**config.mk**
```make
export PLATFORM = sky130hd
export DESIGN_NAME = ula
export DESIGN_NICKNAME = d
export VERILOG_FILES = /design/src/rtl/ula.sv
export SDC_FILE = /design/constraint.sdc
export NUM_CORES = 1
export LEC_CHECK = 0
export BUFFER_PORTS_ARGS = -buffer_cell sky130_fd_sc_hd__buf_2
export CAP_MARGIN = 10
export CORE_MARGIN = 3
export CORE_UTILIZATION = 50
export CTS_CLUSTER_SIZE = 30
export DETAILED_ROUTE_END_ITERATION = 12
export PLACE_DENSITY_LB_ADDON = 0.3
export SETUP_SLACK_MARGIN = 0.4
export SLEW_MARGIN = 10
export SYNTH_ARGS = -nofsm -noshare
export SYNTH_HDL_FRONTEND = slang
export SYNTH_SLANG_ARGS = --single-unit
```
**constraint.sdc**
```tcl
create_clock -name clk -period 5.3 [get_ports clk]
set_input_delay 1.325 -clock clk [delete_from_list [all_inputs] [get_ports clk]]
set_output_delay 1.325 -clock clk [all_outputs]
set_load 0.05 [all_outputs]
```
**src/rtl/ula.sv**
```systemverilog
// Registered 64-bit add/subtract unit with zero/negative/carry/overflow flags.
// Optional signed/unsigned less-than flags are built when ULA_CMP_FLAGS_EN is defined.
module ula #(
  parameter int unsigned WIDTH = 64
) (
  input  logic             clk,
  input  logic             rst,
  input  logic             in_valid,
  input  logic [WIDTH-1:0] s1,
  input  logic [WIDTH-1:0] s2,
  input  logic             sub,
  output logic             out_valid,
  output logic [WIDTH-1:0] res,
  output logic             zero,
  output logic             negative,
  output logic             carry,
  output logic             overflow,
  output logic             lt,
  output logic             ltu
);

  logic [WIDTH-1:0] opb;
  logic [WIDTH:0]   sum;
  logic             ovf_d;
  logic             s1_msb, s2_msb, res_msb;

  // Subtraction reuses the adder: s1 + ~s2 + 1, so carry-out means "no borrow".
  always_comb begin
    opb     = sub ? ~s2 : s2;
    sum     = {1'b0, s1} + {1'b0, opb} + {{WIDTH{1'b0}}, sub};
    s1_msb  = s1[WIDTH-1];
    s2_msb  = s2[WIDTH-1];
    res_msb = sum[WIDTH-1];
    if (sub) begin
      ovf_d = (s1_msb != s2_msb) && (res_msb != s1_msb);
    end else begin
      ovf_d = (s1_msb == s2_msb) && (res_msb != s1_msb);
    end
  end

  always_ff @(posedge clk) begin
    if (rst) begin
      out_valid <= 1'b0;
      res       <= '0;
      zero      <= 1'b1;
      negative  <= 1'b0;
      carry     <= 1'b0;
      overflow  <= 1'b0;
    end else begin
      out_valid <= in_valid;
      if (in_valid) begin
        res      <= sum[WIDTH-1:0];
        zero     <= (sum[WIDTH-1:0] == '0);
        negative <= res_msb;
        carry    <= sum[WIDTH];
        overflow <= ovf_d;
      end
    end
  end

`ifdef ULA_CMP_FLAGS_EN
  // Compare flags only carry meaning for subtraction; additions register 0.
  always_ff @(posedge clk) begin
    if (rst) begin
      lt  <= 1'b0;
      ltu <= 1'b0;
    end else if (in_valid) begin
      lt  <= sub & (res_msb ^ ovf_d);
      ltu <= sub & ~sum[WIDTH];
    end
  end
`else
  assign lt  = 1'b0;
  assign ltu = 1'b0;
`endif

endmodule

```
# Yosys cells after proc, flatten, opt, wreduce, memory -nomap -nowiden
# Cells that the tools add are included.
# Widths: inputs -> output; s select.
# word_totals
elab_cells	17
output_inout_bits	71
inputBits	132
ff_bits	69
# classes
eq_ne	3
mux	2
bitwise_logic	1
reduce_logical	3
add_sub_neg	2
# ops
op	n
$add 64x64->65	1
$add 65x1->65	1
$logic_not 64->1	1
$mux 64	1
$not 64->64	1
$logic_and 1x1->1	2
$ne 1x1->1	2
$eq 1x1->1	1
$mux 1	1

# Logic depth before layout (Yosys ltp)
# logic_depth
word_depth	7
ltp_mapped	16
mapped_depth_nobuf	14

# Least setup slack after synthesis
# Ideal clock, no wire load.
# synth_path
kind	input to register
start	input port sub
end	register zero
required_ns	5.241
n_path_buf	2
stages	15
arrival_ns	5.207
path_slack_ns	0.034
path_cell_list	buf_6 clkbuf_1 xor2_1 ha_1 nand2b_1 a211o_1 a211oi_2 nor3_4 o41ai_4 xnor2_2 or4b_1 a2111o_1 a2111oi_2 nand4_1 nand2_1
# synth_between
elab_chain_cells	4
# synth_rtl
item	line	rtl
start: declaration	11	input logic sub,
$mux 64	29	opb = sub ? ~s2 : s2;
$add 64x64->65	30	sum = {1'b0, s1} + {1'b0, opb} + {{WIDTH{1'b0}}, sub};
$add 65x1->65 (*)	30	
$logic_not 64->1 (*)	53	zero <= (sum[WIDTH-1:0] == '0);
end signal: assignment	53	
end: declaration	14	output logic zero,
# Every way passes the cells marked *; elsewhere a longest branch is shown, timed or not.
# A chain may end at the register's enable or synchronous reset.

# Worst setup path after layout
# Same ends and word-level chain as after synthesis.

==> results.yml <==
routing:
  dr.pass1.iters: 6
  viasPerCell: 6.09
  avgRoutedWirePerCell_um: 19.4
  drtAntennaViolNets: 0
  drt_iter0_drc: 945
  detail_route.wirelength_um: 29400
  vias: 9229
  drc_errors: 0
clock_tree:
  clkTransAtPathRegs_ns: 0.06
  cts_buffers: 9
  htreeDepth: 3
  cts_hold_buffers: 0
  clk_latency_ns: 0.33
  clockRootBuffer: "clkbuf_16"
  clockBufferDepth: 2
  clock-sinks: 68
  cts_tree: "done"
sta:
  grt_setup_unrepaired: "false"
  period_minus_slack_ns: 4.77
  hold_viol_final: 0
  slew_headroom_pct: 35.7
  setup-violations-final: 0
  drv_slew: 0
  timing.final.ws_setup_ns: 0.528
  tightest_slew_ns: 0.964
  fmax_mhz: 210
  finalClockSkew_ns: 0
  min_period_over_period_pct: 90.0
worst_setup_path:
  path_max_fanout: 10
  rr_endpoint: "res[16]"
  crit_type: "in2reg"
  r2r_cells: 3
  crit_path_start_kind: "primary input"
  worst_ep_arrival_time_ns: 5.05
  required_ns: 5.58
  r2r_slack_ns: 4.47
  r2r-start: "res[16]"
  critPathCaptureType: "flip-flop"
placement:
  numPortBuffers: 200
  place_ws_ns: -0.138
  placedInstanceArea_mm2: 0.00949
  dp_hpwl_um: 23400
  place_congestion: 1.03
synth:
  syn_area_per_cell_um2: 7.48
  ys_warn_count: 0
  syn_inst: 1071
  syn_area_mm2: 0.00801
  post_synth_num_cell_types: 83
  synth_seq_area_share_pct: 17.0
  synth_edf_count: 0
  async_flop_share_pct: 0
  ys_ff_latch: 68
  ys.flop_type: "dfxtp_1"
cells_and_area:
  diodes: 0
  num-nets-final: 1502
  design_area_mm2: 0.0102
  syn_to_final_growth_pct: 27.5
  multi_input_area_mm2: 0.00660
  final_common_cell: "buf_2"
  ff_latch_area_mm2: 0.00136
  fillers: 1434
  final_cell_mix: "199 x buf_2, 113 x nand2_1, 109 x nor2_1"
  drive_gt1_share_pct: 28.3
grt:
  grt_pass1_wl_um: 45700
  grt_pass1_vias: 8865
  grt_max_degree: 69
  grt_use_total_pct: 31.4
  antenna_found_initial: 0
  grt-ovfl-total: 0
flow_run:
  maxCapViolCount: 0
die:
  row_count: 45
  die_h_um: 133
  dieArea_mm2: 0.0176
  dieWidth_um: 133
  ios: 203
  initial_core_util_pct: 51.9
  core_mm2: 0.0154
power_and_ir_drop:
  p_leak_nw: 4.63
  ir_drop_v: 0.000241
  power-per-cell-area_mw_per_mm2: 304
  power_mw: 3.10
min_path:
  min_from: "res[47]"
  hp-class: "reg2reg"
  worstHoldEndpoint: "res[47]"
  whs_path_depth: 2
status:
  outcome: "finished, final reports clean"
## sequential cells by signal, summed over array words and instances (netlist names)
signal,flops
out_valid,1
carry,1
zero,1
overflow,1
res,64
## logic make-up after synthesis
logic type,after synthesis,synth area share (%)
flops,68,17.0
compound gates,326,27.6
xor+xnor,98,10.8
other cells,1,0.0468
fa+ha+maj,70,11.0
buf+inv,73,4.23
simple gates,396,24.2
mux,39,5.06
## stage by stage
step / instances / TNS (ns) / hold slack [ns] / util (%)
finish: 1516 / 0 / 0.457 / 66.2
global placement: 1487 / -0.0794 / 0.447 / 61.5
detailed placement: 1487 / -0.138 / 0.455 / 61.5
floorplan: 1072 / 0 / 0.676 / -
CTS: 1503 / 0 / 0.464 / 63.6
global route: 1516 / 0 / 0.484 / 66.2
## cells in the mapped netlist, types with 12 or more instances
library cell	instances	area, um^2
o21ai_0	52	260
nor3_1	26	130
nor2_1	110	413
a21oi_1	102	510
nand2_1	113	424
and2_1	12	75.1
nand4_1	30	188
mux2i_1	36	360
o21ai_1	12	60.1
o21a_1	14	105
nand3_1	33	165
nor2b_1	12	75.1
inv_1	16	60.1
clkbuf_1	30	113
xnor2_1	21	184
a21o_1	27	203
xor2_1	76	666
ha_1	69	863
dfxtp_1	68	1360
## worst max-delay path by stage
stage	startpoint	end	slack, ns	cells past startpoint
after global routing	sub	zero	0.39	16
final	sub	zero	0.53	16
after global placement	sub	zero	-0.08	16
after CTS	sub	zero	0.42	16
after detailed placement	sub	zero	-0.14	17
after floorplan	sub	zero	0.40	15
## routing by layer
layer | up-vias | track usage, % | part of all wire (%)
met5 | - | 0 | 0
met4 | 0 | 11.1 | 3.7
met3 | 87 | 5.17 | 8.4
met2 | 505 | 53.6 | 48
met1 | 4216 | 40.2 | 40
li1 | 4421 | - | -
## where the power goes
group | internal [mW] | switching [mW]
clock | 0.371 | 0.265
combinational | 0.652 | 1.19
sequential | 0.583 | 0.0409
total | 1.61 | 1.50
## timing repair
action	CTS	global route
pin swaps	0	24
gates resized for setup	4	66
setup buffers	0	12
gates cloned	0	1
setup endpoints to repair	2	2
## worst max-delay path, stage by stage
cell and delay [ns]:
buf_12 0.13, buf_6 0.14, xor2_1 0.16, ha_1 0.48, nand4_1 0.20, buf_4 0.19, a2111oi_0 0.72, o31a_1 0.37
o31ai_1 0.17, a21oi_1 0.22, xor2_1 0.14, a21oi_1 0.26, nand4b_1 0.15, nor4_2 0.19, nand4_1 0.12, nand2_1 0.07
## cell type report
cell class              count  area share [%]
clock buffers               9            2.21
clock inverters             7           0.784
inverters                  16           0.588
multi-input cells         931            64.7
flip-flops and latches     68            13.3
well taps                 211            2.59
repair buffers            274            15.8
(Power assumes the default switching activity.)
